===== config.mk =====
export PLATFORM = sky130hd
export DESIGN_NAME = ysyx_22050854_imm_stage
export DESIGN_NICKNAME = d
export VERILOG_FILES = /design/src/rtl/ysyx_22050854_imm_pkg.sv /design/src/rtl/ysyx_22050854_imm_decode.sv /design/src/rtl/ysyx_22050854_imm_stage.sv
export SDC_FILE = /design/constraint.sdc
export NUM_CORES = 1
export LEC_CHECK = 0
export ABC_AREA = 1
export BUFFER_PORTS_ARGS = -buffer_cell sky130_fd_sc_hd__buf_2
export CAP_MARGIN = 5
export CORE_ASPECT_RATIO = 0.5
export CORE_MARGIN = 3
export CORE_UTILIZATION = 57
export DETAILED_ROUTE_END_ITERATION = 10
export PLACE_DENSITY = 0.82
export SLEW_MARGIN = 25
export SYNTH_ARGS = -nofsm -noshare
export SYNTH_HDL_FRONTEND = slang
export SYNTH_HIERARCHICAL = 1
export SYNTH_SLANG_ARGS = --single-unit

===== constraint.sdc =====
create_clock -name clk -period 2.89 [get_ports clk]
set_input_delay 0.578 -clock clk [delete_from_list [all_inputs] [get_ports clk]]
set_output_delay 0.578 -clock clk [all_outputs]
set_load 0.05 [all_outputs]

===== src/rtl/ysyx_22050854_imm_pkg.sv =====
// Shared encodings for the registered immediate stage: ExtOP selectors and skid-buffer occupancy.
package ysyx_22050854_imm_pkg;

   localparam logic [2:0] EXT_I   = 3'b000;
   localparam logic [2:0] EXT_U   = 3'b001;
   localparam logic [2:0] EXT_S   = 3'b010;
   localparam logic [2:0] EXT_B   = 3'b011;
   localparam logic [2:0] EXT_J   = 3'b100;
   localparam logic [2:0] EXT_Z   = 3'b101;
   localparam logic [2:0] EXT_SH  = 3'b110;
   localparam logic [2:0] EXT_RSV = 3'b111;

   typedef enum logic [1:0] {
      OCC_EMPTY = 2'd0,
      OCC_ONE   = 2'd1,
      OCC_TWO   = 2'd2
   } occ_t;

endpackage


===== src/rtl/ysyx_22050854_imm_decode.sv =====
// Combinational immediate extractor, XLEN-parametrised (32 or 64); no state, no flow control.
module ysyx_22050854_imm_decode
   import ysyx_22050854_imm_pkg::*;
#(
   parameter int XLEN = 64
) (
   input  logic [31:0]     instr,
   input  logic [2:0]      extop,
   output logic [XLEN-1:0] imm,
   output logic            illegal
);

   logic [63:0] full;
   logic        unused_opcode;

   // opcode bits never contribute to any immediate field
   assign unused_opcode = ^instr[6:0];

   always_comb begin
      full    = 64'd0;
      illegal = 1'b0;
      case (extop)
         EXT_I:  full = {{52{instr[31]}}, instr[31:20]};
         EXT_U:  full = {{32{instr[31]}}, instr[31:12], 12'b0};
         EXT_S:  full = {{52{instr[31]}}, instr[31:25], instr[11:7]};
         EXT_B:  full = {{51{instr[31]}}, instr[31], instr[7], instr[30:25], instr[11:8], 1'b0};
         EXT_J:  full = {{43{instr[31]}}, instr[31], instr[19:12], instr[20], instr[30:21], 1'b0};
         EXT_Z:  full = {59'd0, instr[19:15]};
         EXT_SH: full = (XLEN == 64) ? {58'd0, instr[25:20]} : {59'd0, instr[24:20]};
         default: begin
            full    = 64'd0;
            illegal = 1'b1;
         end
      endcase
   end

   assign imm = full[XLEN-1:0];

endmodule


===== src/rtl/ysyx_22050854_imm_stage.sv =====
// Registered immediate stage with 2-entry skid buffer; optional out_illegal via YSYX_22050854_IMM_ERR_EN.
// Latency: 1 cycle accept-to-output; 1 entry/cycle with out_ready high.
// Backpressure: in_ready depends on occupancy and rst only, drops the cycle after the buffer fills.
module ysyx_22050854_imm_stage
   import ysyx_22050854_imm_pkg::*;
#(
   parameter int XLEN  = 64,
   parameter int TAG_W = 64
) (
   input  logic             clk,
   input  logic             rst,
   input  logic             flush,
   input  logic             in_valid,
   output logic             in_ready,
   input  logic [31:0]      in_instr,
   input  logic [2:0]       in_extop,
   input  logic [TAG_W-1:0] in_tag,
   output logic             out_valid,
   input  logic             out_ready,
   output logic [XLEN-1:0]  out_imm,
`ifdef YSYX_22050854_IMM_ERR_EN
   output logic             out_illegal,
`endif
   output logic [TAG_W-1:0] out_tag
);

   occ_t             state;
   logic [XLEN-1:0]  dec_imm;
   logic             dec_illegal;
   logic [XLEN-1:0]  main_imm, skid_imm;
   logic [TAG_W-1:0] main_tag, skid_tag;
   logic             acc, drn;
   logic             load_main_new, load_main_skid, load_skid;

   ysyx_22050854_imm_decode #(.XLEN(XLEN)) u_decode (
      .instr   (in_instr),
      .extop   (in_extop),
      .imm     (dec_imm),
      .illegal (dec_illegal)
   );

   assign in_ready  = !rst && (state != OCC_TWO);
   assign out_valid = (state != OCC_EMPTY);
   assign acc       = in_valid && in_ready;
   assign drn       = out_valid && out_ready;

   // flush suppresses every data move so a discarded request leaves no trace
   assign load_main_new  = !flush && acc && ((state == OCC_EMPTY) || drn);
   assign load_skid      = !flush && acc && (state == OCC_ONE) && !drn;
   assign load_main_skid = !flush && drn && (state == OCC_TWO);

   always_ff @(posedge clk) begin
      if (rst) begin
         state <= OCC_EMPTY;
      end else if (flush) begin
         state <= OCC_EMPTY;
      end else begin
         case (state)
            OCC_EMPTY: if (acc) state <= OCC_ONE;
            OCC_ONE: begin
               if (acc && !drn)      state <= OCC_TWO;
               else if (!acc && drn) state <= OCC_EMPTY;
            end
            OCC_TWO:   if (drn) state <= OCC_ONE;
            default:   state <= OCC_EMPTY;
         endcase
      end
   end

   always_ff @(posedge clk) begin
      if (rst) begin
         main_imm <= '0;
         main_tag <= '0;
         skid_imm <= '0;
         skid_tag <= '0;
      end else begin
         if (load_main_new) begin
            main_imm <= dec_imm;
            main_tag <= in_tag;
         end else if (load_main_skid) begin
            main_imm <= skid_imm;
            main_tag <= skid_tag;
         end
         if (load_skid) begin
            skid_imm <= dec_imm;
            skid_tag <= in_tag;
         end
      end
   end

   assign out_imm = main_imm;
   assign out_tag = main_tag;

`ifdef YSYX_22050854_IMM_ERR_EN
   logic main_ill, skid_ill;

   always_ff @(posedge clk) begin
      if (rst) begin
         main_ill <= 1'b0;
         skid_ill <= 1'b0;
      end else begin
         if (load_main_new)       main_ill <= dec_illegal;
         else if (load_main_skid) main_ill <= skid_ill;
         if (load_skid)           skid_ill <= dec_illegal;
      end
   end

   assign out_illegal = main_ill;
`else
   logic unused_illegal;
   assign unused_illegal = dec_illegal;
`endif

endmodule


== Word-level counts from Yosys, hierarchy flattened ==
Cells that the tools add are included.

* Equality and inequality tests: 12
* Muxes and demuxes: 10
* Reduce and logical (&&, ||, !) cells: 22

{| class="wikitable"
|+ Operators by type and width
! kind !! count
|-
| $pmux W64 S7 || 1
|-
| $mux W64 || 4
|-
| $logic_and A1 B1 Y1 || 11
|-
| $eq A3 B3 Y1 const B || 3
|-
| $mux W2 || 4
|-
| $eq A3 B2 Y1 const B || 2
|-
| $ne A2 B2 Y1 const B || 3
|-
| $pmux W2 S3 || 1
|-
| $logic_not A1 Y1 || 4
|-
| $reduce_bool A2 Y1 || 2
|-
| $eq A3 B1 Y1 const B || 1
|-
| $logic_not A3 Y1 || 1
|-
| $ne A3 B1 Y1 const B || 1
|-
| $reduce_and A3 Y1 || 1
|-
| $eq A2 B1 Y1 const B || 1
|-
| $eq A2 B2 Y1 const B || 1
|-
| $logic_not A2 Y1 || 1
|-
| $reduce_or A2 Y1 || 1
|-
| $logic_or A1 B1 Y1 || 1
|}

* Flip-flop bits (word level): 258
* Output and inout port bits: 130
* Word-level logic and storage cells: 49

== Longest topological paths before layout ==
Gate-level depths: netlist (run 1).

* Depth after elaboration: 8
* Depth in mapped cells: 11
* Gate-level depth less buffers: 9

== Hierarchy ==
The synthesis (run 1) kept the hierarchy.

{| class="wikitable"
|+ By module, submodules not included
! module !! times used !! cells each !! area an instance (µm²)
|-
| ysyx_22050854_imm_stage || 1 || 1721 || 11711.2
|-
| ysyx_22050854_imm_decode || 1 || 149 || 740.7
|}

== Worst setup path after synthesis (run 1) ==
Ideal clock, no wire load.

* Kind: input-to-reg
* From: input port in_extop[0]
* To: register main_imm[41] (netlist: out_imm[41])
* Setup time: 0.070 ns
* Arrival time: 2.483 ns
* Setup slack: 0.336 ns
* Stages: 9
* Path buffers: 2
* Path through: buf_6 > nor2_1 > nor2_1 > nor2_1 > buf_4 > inv_1 > nand3_1 > nand2_1 > a21oi_1

* Word-level cells in the longest chain between the ends: 3

{| class="wikitable"
|+ Ends and longest elaborated chain
! what !! line !! RTL
|-
| from (decl) || ysyx_22050854_imm_stage.sv:16 || <nowiki>input logic [2:0] in_extop,</nowiki>
|-
| $eq A3 B3 Y1 (tied with other cells) || ysyx_22050854_imm_decode.sv:22 || <nowiki>case (extop)</nowiki>
|-
| $pmux W64 S7 (*) || ysyx_22050854_imm_decode.sv:22 ||
|-
| named net dec_imm[41] || ysyx_22050854_imm_stage.sv:28 || <nowiki>logic [XLEN-1:0] dec_imm;</nowiki>
|-
| $mux W64 (*) || ysyx_22050854_imm_stage.sv:77 || <nowiki>if (load_main_new) begin</nowiki>
|-
| to (signal assigned) || ysyx_22050854_imm_stage.sv:78 || <nowiki>main_imm <= dec_imm;</nowiki>
|-
| to (signal assigned) || ysyx_22050854_imm_stage.sv:81 || <nowiki>main_imm <= skid_imm;</nowiki>
|-
| to (decl) || ysyx_22050854_imm_stage.sv:30 || <nowiki>logic [XLEN-1:0] main_imm, skid_imm;</nowiki>
|}

The timed path passes the listed nets; every way through them passes the cells marked *.
A chain may end at the register's enable or synchronous reset.

== Final worst setup path (run 1) ==
* From: register state[0]
* To: output port in_ready

* Word-level cells in the longest chain between the ends: 2

{| class="wikitable"
|+ Ends and longest elaborated chain
! what !! line !! RTL
|-
| from (decl) || ysyx_22050854_imm_stage.sv:27 || <nowiki>occ_t state;</nowiki>
|-
| from (signal assigned) || ysyx_22050854_imm_stage.sv:54 || <nowiki>state <= OCC_EMPTY;</nowiki>
|-
| from (signal assigned) || ysyx_22050854_imm_stage.sv:56 || <nowiki>state <= OCC_EMPTY;</nowiki>
|-
| from (signal assigned) || ysyx_22050854_imm_stage.sv:59 || <nowiki>OCC_EMPTY: if (acc) state <= OCC_ONE;</nowiki>
|-
| $ne A2 B2 Y1 || ysyx_22050854_imm_stage.sv:42 || <nowiki>assign in_ready = !rst && (state != OCC_TWO);</nowiki>
|-
| $logic_and A1 B1 Y1 || ysyx_22050854_imm_stage.sv:42 ||
|-
| to (decl) || ysyx_22050854_imm_stage.sv:14 || <nowiki>output logic in_ready,</nowiki>
|}

No other way between the ends.

==> results.md, run 1 <==
* Resized cells post-CTS at 0
* Fmax at slightly below 500 MHz
* Fin crit share at between 70% and 80%
* First DRT Iteration DRCs at ~1100
* TritonCTS Buffers at 24
* Clock sink count at around 260
* Core region area at about 0.021 mm²
* Clk pwr share at 40.7%
* Area grow syn2layout at 13.2%
* Die height at about 110 µm
* First-pass iteration count of the detailed router at 7
* I/O Pins at between 200 and 250
* Worst Path Arrival at 1.46 ns
* Total power at roughly 8.2 mW
* R2R setup slack at approximately 0.94 ns
* Setup violators final at 0
* Net count, final at between 2000 and 2500
* Hold Crit Start: in_tag[35]
* RR Endpoint: out_imm[12]
* Final global-route overflow total at 0
* Post-DR wirelength/cell at around 15 µm
* Cells after synthesis at ~1900
* Outcome: complete, no violations
* Share of cells above drive strength 1 at between 10% and 20%
* Hold Crit Endpoint: skid_tag[35]
* Initial Util at 59.4%
* Worst Path Max Fanout at 4
* Relative slew margins at approximately 53%
* Final worst slack at between 0.8 and 0.9 ns
* GP Congestion at between 0.9 and 1
* CTS Root Cell: clkbuf_16
* RSZ-0062 raised after global routing: false
* Switching Share at around 28%
* Drt total wl at about 34 mm
* Min Tclk post-route at between 2 and 2.5 ns
* Clk_lat worst skew at roughly 0.54 ns
* Hold path depth at 3
* Hold-fix buffers, CTS at 0
* Syn_area_per_cell at roughly 6.7 µm²
* Hold Violations, Final at 0
* Max-cap violations at 0
* Max Root-Sink Buffers at 3
* Total GRT Usage at between 20% and 30%
* Post-route ant nets at 0
* Flop pwr share at around 45%
* Filler Cell Count at ~2000
* Setup TNS at 0 ns
* PortBufs at 226
* Slew Viols, Final at 0
* Hold Path Class: in -> reg
* Die area at approximately 0.024 mm²
* Row cnt at 37
* Vias in the first global route at between 10000 and 15000
* FF-to-FF path depth at 7
* Routed vias at 12223
* DRC Markers at 0
* Most frequent cells in the layout: nand3_1 (394), nand2_1 (306), nor2_1 (293)
* Largest net degree at the start of global routing at between 100 and 150
* CP required at about 2.3 ns
* Gate power share at around 14%
* Power Dens Cells at between 500 and 600 mW/mm²
* DPL Wire Length at 18.7 mm
* Worst clock skew at around 0.018 ns
* P_leak at approximately 6.6 nW
* Synth Cell Area at roughly 0.012 mm²
* Commonest non-fill, non-tap cell in the layout: nand3_1
* CTS tree: done
* CTS H-Tree Depth at 1
* Antenna violations before repair at 2
* Net Count, Synth at 1973
* Yosys warns at 6
* CP Launch Type: flop
* Endpoint class of the critical path: output port
* Switch Pwr at ~2.3 mW
* Max VDD drop at about 0.32 mV
* Clk slew on worst S/H paths at approximately 0.070 ns
* R2r startpoint: state[1]
* Post-CTS setup buffers at 0
* Tightest Pin Transition at 0.709 ns
* Crit Path Class: reg -> out
* First-pass GRT wire length at 55.7 mm
* DP Worst Slack at ~0.56 ns
* Avg Vias per Cell at about 5.4
* Die Wd at ~210 µm
* P_int at 5.89 mW
==> registers in the layout (all words and copies together) (netlist names) <==
signal    flops
state         2
skid_imm     64
skid_tag     64
out_imm      64
out_tag      64
==> per-layer routing <==
| layer | GRT usage, % | share of wire [%] |
|---|---|---|
| met5 | 0 | 0 |
| met2 | 44.8 | 46 |
| met3 | 4.07 | 6.8 |
| met4 | 8.31 | 2.7 |
| met1 | 38.1 | 45 |
==> power by group through the flow <==
stage	registers, mW	logic, mW	clock network, mW
2_1_floorplan	4.10	0.549	0
6_report	3.71	1.15	3.34
5_1_grt	3.72	1.25	3.55
4_1_cts	3.71	1.14	3.39
3_5_place_dp	3.79	1.14	0
3_3_place_gp	3.79	1.13	0
==> worst max-delay path by stage <==
| stage | start | endpoint | slack, ns | cells past startpoint |
|---|---|---|---|---|
| finish | state[0] | in_ready | 0.86 | 5 |
| global route | state[0] | in_ready | 0.78 | 5 |
| CTS | state[0] | in_ready | 0.83 | 5 |
| detailed placement | in_extop[2] | out_imm[29] | 0.56 | 8 |
| global placement | in_extop[2] | out_imm[30] | 0.62 | 8 |
| floorplan | in_extop[0] | out_imm[41] | 0.34 | 9 |
==> worst max-delay path, cell delays in order, from the launching register on <==
cell     delay, ns
dfxtp_1       0.37
inv_2         0.05
nand2_2       0.11
nand2_1       0.07
inv_1         0.07
buf_2         0.26
==> stage by stage <==
stage / area (µm²) / hold WS [ns] / std cells / util, %
finish: 14100 / 0.296 / 2265 / 67.2
global route: 14100 / 0.293 / 2265 / 67.2
CTS: 14100 / 0.276 / 2263 / 67.1
detailed placement: 13200 / 0.470 / 2219 / 63.2
global placement: 13200 / 0.461 / 2219 / 63.2
floorplan: 12400 / 0.456 / 1869 / -
==> area by class of cell <==
| class | count | area, µm² | area share, % |
|---|---|---|---|
| Clock buffer | 35 | 692 | 4.91 |
| Sequential cell | 258 | 5160 | 36.7 |
| Timing Repair Buffer | 248 | 1460 | 10.4 |
| Tap cell | 292 | 365 | 2.59 |
| Antenna cell | 2 | 5.00 | 0.0355 |
| Clock inverter | 9 | 138 | 0.977 |
| Inverter | 151 | 576 | 4.09 |
| Multi-Input combinational cell | 1270 | 5690 | 40.4 |
No activity file was read; power rests on OpenSTA's default activity.
==> run 2: changes to the inputs <==
--- a/config.mk
+++ b/config.mk
@@ -5,14 +5,14 @@
 export SDC_FILE = /design/constraint.sdc
 export NUM_CORES = 1
 export LEC_CHECK = 0
-export ABC_AREA = 1
+export ABC_AREA = 0
 export BUFFER_PORTS_ARGS = -buffer_cell sky130_fd_sc_hd__buf_2
 export CAP_MARGIN = 5
 export CORE_ASPECT_RATIO = 0.5
 export CORE_MARGIN = 3
-export CORE_UTILIZATION = 57
+export CORE_UTILIZATION = 52
 export DETAILED_ROUTE_END_ITERATION = 10
-export PLACE_DENSITY = 0.82
+export PLACE_DENSITY = 0.78
 export SLEW_MARGIN = 25
 export SYNTH_ARGS = -nofsm -noshare
 export SYNTH_HDL_FRONTEND = slang
==> constraint.sdc (replaced) <==
create_clock -name clk -period 1.8 [get_ports clk]
set_input_delay 0.36 -clock clk [delete_from_list [all_inputs] [get_ports clk]]
set_output_delay 0.36 -clock clk [all_outputs]
set_load 0.05 [all_outputs]
==> results.md, run 2 <==
* Clock sink count at about 260
* Die Wd at around 230 µm
* Max VDD drop at approximately 0.6 mV
* Worst clock skew at roughly 0.015 ns
* Slowest cell on crit path: dfxtp_4
* Worst Hold Slack at ~0.096 ns
* Clk slew on worst S/H paths at around 0.07 ns
* Total power at approximately 13 mW
* Die height at 117 µm
* P_leak at around 5.2 nW
* Outcome: complete, no violations
* Tightest Pin Transition at between 0.5 and 0.6 ns
* Hold Violations, Final at 0
* Yosys warns at 6
* CP peak stage delay at between 0.3 and 0.4 ns
* First DRT Iteration DRCs at between 1000 and 1500
* Drt total wl at 38.3 mm
* Total GRT Usage at between 20% and 30%
* Post-DR wirelength/cell at between 15 and 20 µm
* Vias in the first global route at 11734
* Largest net degree at the start of global routing at 101
* Max Root-Sink Buffers at 3
* Worst Path Max Fanout at 4
* Max-cap violations at 0
* PortBufs at about 230
* Core region area at around 0.024 mm²
* Net Count, Synth at 1575
* CP Launch Type: flop
* Fmax at approximately 560 MHz
* Most frequent cells in the layout: nand2_1 (269), dfxtp_1 (256), buf_2 (223)
* Post-route ant nets at 0
* Final global-route overflow total at 0
* Hold Path Class: in -> reg
* CP required at 1.44 ns
* Syn_area_per_cell at 8.71 µm²
* GP Congestion at around 0.92
* Critical Path, Cell by Cell: or2_4, buf_12, buf_12
* Synth Cell Area at ~0.013 mm²
* Cells after synthesis at ~1500
* Antenna violations before repair at 2
* First-pass GRT wire length at about 60 mm
* Clk_lat worst skew at approximately 0.53 ns
* Area grow syn2layout at 19.5%
* Relative slew margins at between 60% and 70%
* Crit Path Class: reg -> out
* Share of cells above drive strength 1 at about a third
* Slew Viols, Final at 0
* CTS H-Tree Depth at 1
* Power Dens Cells at 856 mW/mm²
* Initial Util at between 50% and 60%
* RSZ-0062 raised after global routing: true
* Placed cell count at 1881
* Commonest non-fill, non-tap cell in the layout: nand2_1
* Worst Path Arrival at 1.42 ns
* I/O Pins at ~230
* DRC Markers at 0
* Avg Vias per Cell at ~6.3
* CTS Root Cell: clkbuf_16
* Fin crit share at 98.9%
* Row cnt at 39
* CTS tree: done
* CP dominant cell by count: buf_12
* DP Worst Slack at -0.0233 ns
* Non-filler cells, final at 1934
* TritonCTS Buffers at 24
* Final worst slack at between 0.02 and 0.025 ns
* Hold-fix buffers, CTS at 0
* DPL Wire Length at approximately 23 mm
* Endpoint class of the critical path: output port
* Setup violators final at 0
* Min Tclk post-route at between 1.5 and 2 ns
* Die area at between 0.02 and 0.03 mm²
* Setup TNS at 0 ns
* Routed vias at ~12000
* Net count, final at 1693
* First-pass iteration count of the detailed router at 6
==> run 2: path summary, 6_finish.rpt <==
kind	start	endpoint	slack (ns)	cells past startpoint
hold reg to reg	skid_imm[54]	skid_imm[54]	0.48	2
setup reg to reg	state[0]	skid_tag[61]	0.06	5
setup / recovery	state[1]	out_valid	0.02	3
hold / removal	in_tag[7]	skid_tag[7]	0.1	3
==> run 2: final cells by class <==
cell class | instances | area, µm²
fillers | 1885 | 8210
multi-input cells | 997 | 6700
flip-flops and latches | 258 | 5170
repair buffers | 306 | 2270
clock buffers | 34 | 689
well taps | 328 | 410
clock inverters | 6 | 61.3
inverters | 2 | 7.51
diodes | 3 | 7.51
==> run 2: worst max-delay path, delay by kind of cell (launching register included) <==
kind / cells / cell delay, ns
buffers and inverters: 2 / 0.27
flip-flops: 1 / 0.37
AND/OR/NAND/NOR: 1 / 0.25
==> run 2: metrics by stage <==
step                utilization, %  instance area (µm²)
floorplan                        -                12900
global placement              60.9                14300
detailed placement            60.9                14300
CTS                           64.6                15200
global route                  65.1                15300
finish                        65.1                15300
==> run 2: repair_timing <==
action,CTS,global route
endpoints found under the hold margin,0,0
setup buffers,7,0
pin swaps,2,2
gates cloned,1,3
endpoints found under the setup margin,2,12
gates resized for setup,12,9
==> run 2: report_power, final <==
group | internal [mW] | switching (mW) | leakage [nW] | total (mW)
combinational | 0.645 | 1.47 | 2.77 | 2.12
clock | 2.80 | 2.21 | 0.367 | 5.02
sequential | 5.87 | 0.0934 | 2.09 | 5.96
total | 9.32 | 3.78 | 5.23 | 13.1
==> run 2: layer usage <==
metal	vias to the layer above	global-route usage (%)	wire, µm
li1	5606	-	-
met1	5955	33.7	16100
met2	479	46.2	18600
met3	95	4.47	2410
met4	0	11.5	1190
met5	-	0	0
==> run 3: changes to the inputs <==
--- a/config.mk
+++ b/config.mk
@@ -10,9 +10,9 @@
 export CAP_MARGIN = 5
 export CORE_ASPECT_RATIO = 0.5
 export CORE_MARGIN = 3
-export CORE_UTILIZATION = 52
+export CORE_UTILIZATION = 50
 export DETAILED_ROUTE_END_ITERATION = 10
-export PLACE_DENSITY = 0.78
+export PLACE_DENSITY = 0.76
 export SLEW_MARGIN = 25
 export SYNTH_ARGS = -nofsm -noshare
 export SYNTH_HDL_FRONTEND = slang
==> results.md, run 3 (synthesized netlist as in run 2, its figures left out) <==
* Avg Vias per Cell at between 6 and 7
* First-pass iteration count of the detailed router at 5
* Net count, final at approximately 1700
* Worst Path Max Fanout at 4
* Max VDD drop at around 0.64 mV
* CTS Root Cell: clkbuf_16
* Endpoint class of the critical path: output port
* CP peak stage delay at around 0.35 ns
* Row cnt at 40
* Clock sink count at about 260
* R2r startpoint: state[0]
* Core region area at 0.0246 mm²
* Hold Crit Start: in_tag[51]
* Hold path depth at 3
* First DRT Iteration DRCs at 1096
* Worst Path Arrival at about 1.4 ns
* CP required at around 1.4 ns
* Antenna violations before repair at 1
* RSZ-0062 raised after global routing: false
* Crit Path Class: reg -> out
* I/O Pins at between 200 and 250
* Switching Share at 28.1%
* FF-to-FF path depth at 5
* Critical Path, Cell by Cell: buf_4, nor2b_4, nor2_2, buf_4
* DP Worst Slack at -0.122 ns
* Routed vias at about 12000
* Switch Pwr at about 3.8 mW
* Clk_lat worst skew at around 0.53 ns
* Gate power share at ~15%
* Dpl cell area at 0.0141 mm²
* CP dominant cell by count: buf_4
* Post-Layout Inst Area at 0.0150 mm²
* Slowest cell on crit path: dfxtp_4
* Clk slew on worst S/H paths at about 0.07 ns
* Flop pwr share at between 40% and 50%
* CTS tree: done
* Max-cap violations at 0
* Relative slew margins at 47.6%
* R2R setup slack at ~0.13 ns
* RR Endpoint: skid_tag[6]
* TritonCTS Buffers at 24
* Filler Cell Count at 2026
* Placed cell count at around 1900
* Clk pwr share at 40.8%
* Die area at roughly 0.028 mm²
* CP Launch Type: flop
* Vias in the first global route at between 10000 and 15000
* CP Launch Point: state[0]
* Die Wd at 232 µm
* Initial Util at about 52%
* P_leak at between 5 and 6 nW
* Share of cells above drive strength 1 at about a third
* Area grow syn2layout at 17.2%
* Largest net degree at the start of global routing at 135
* Die height at between 100 and 150 µm
* Commonest non-fill, non-tap cell in the layout: nand2_1
* PortBufs at 226
* Fin crit share at about 96%
* Hold Violations, Final at 0
* Final global-route overflow total at 0
* P_int at approximately 9.7 mW
* Most frequent cells in the layout: nand2_1 (269), dfxtp_1 (256), buf_2 (223)
* Slew Viols, Final at 0
* First-pass GRT wire length at ~60 mm
* CTS H-Tree Depth at 1
* Min Tclk post-route at between 1.5 and 2 ns
* Worst clock skew at ~0.014 ns
* Outcome: complete, no violations
* Max Root-Sink Buffers at 3
* Post-route ant nets at 0
* Total GRT Usage at between 20% and 30%
* Hold Crit Endpoint: skid_tag[51]
* GP Congestion at approximately 0.94
* Drt total wl at between 30 and 40 mm
* DPL Wire Length at 22.3 mm
* Power Dens Cells at 899 mW/mm²
* Fmax at roughly 580 MHz
* Setup violators final at 0
* Non-filler cells, final at roughly 1900
* Tightest Pin Transition at ~0.79 ns
* DRC Markers at 0
* Hold Path Class: in -> reg
* Post-DR wirelength/cell at between 15 and 20 µm
* Final worst slack at 0.0807 ns
==> run 3: cell types whose count changed in the layout (fill, tap and decap cells not counted), moves of 2 or more <==
cell / before / now
a211oi_1: 70 / 72
a211oi_2: 58 / 56
a311oi_1: 6 / 8
a311oi_2: 122 / 120
buf_12: 33 / 24
buf_4: 42 / 32
bufinv_16: 1 / 3
clkbuf_1: 6 / 4
clkbuf_16: 28 / 25
clkbuf_8: 3 / 7
diode_2: 3 / 1
==> run 3: area by class of cell <==
cell class	count	area [µm²]	share of cell area (%)
antenna	1	2.50	0.0167
sequential	258	5170	34.4
clock buffer	36	737	4.91
multi-input combinational	997	6670	44.4
tap	336	420	2.80
clock inverter	7	114	0.758
inverter	2	7.51	0.0500
timing repair buffer	282	1900	12.6
==> run 3: through the flow <==
step	util [%]	setup TNS [ns]	total power [mW]	hold WS, ns
CTS	61.1	0	13.6	0.0619
detailed placement	57.3	-3.67	8.07	0.467
floorplan	-	-2.37	7.54	0.439
global route	61.1	0	13.9	0.0742
finish	61.1	0	13.5	0.0861
global placement	57.3	-0.610	8.03	0.460
==> run 3: how the worst max path moves through the flow <==
stage                  endpoint  cells past startpoint
finish                 in_ready                      4
global route           in_ready                      4
CTS                    in_ready                      4
detailed placement  out_tag[20]                      5
global placement    out_tag[63]                      5
floorplan           out_imm[52]                      7
==> run 3: what timing repair did <==
action                                 in CTS  in global routing
hold buffers                                0                  0
gates cloned                                1                  0
setup buffers                               5                  0
setup endpoints to repair                   2                  2
pin swaps                                   1                  1
endpoints found under the hold margin       0                  0
gates resized for setup                     8                  4
==> run 3: metal layers <==
metal  track usage [%]  part of all wire, %  routed length [µm]  vias up
li1                  -                    -                   -     5553
met1              33.8                   41               15600     5906
met2              43.0                   49               18400      496
met3              4.83                  6.9                2600       86
met4              8.69                  2.7                1010        0
met5                 0                    0                   0        -
==> run 3: critical path: cells and delay by family (launching register included) <==
family | cells | cell delay, ns
DFF | 1 | 0.35
buffers and inverters | 2 | 0.32
and+or+nand+nor | 2 | 0.15
==> run 3: power groups by stage <==
stage,clock [mW],combinational (mW),sequential (mW)
final,5.50,2.03,5.96
after detailed placement,0,1.98,6.09
after CTS,5.60,2.02,5.96
after floorplan,0,0.957,6.58
after global routing,5.83,2.14,5.97
after global placement,0,1.95,6.08
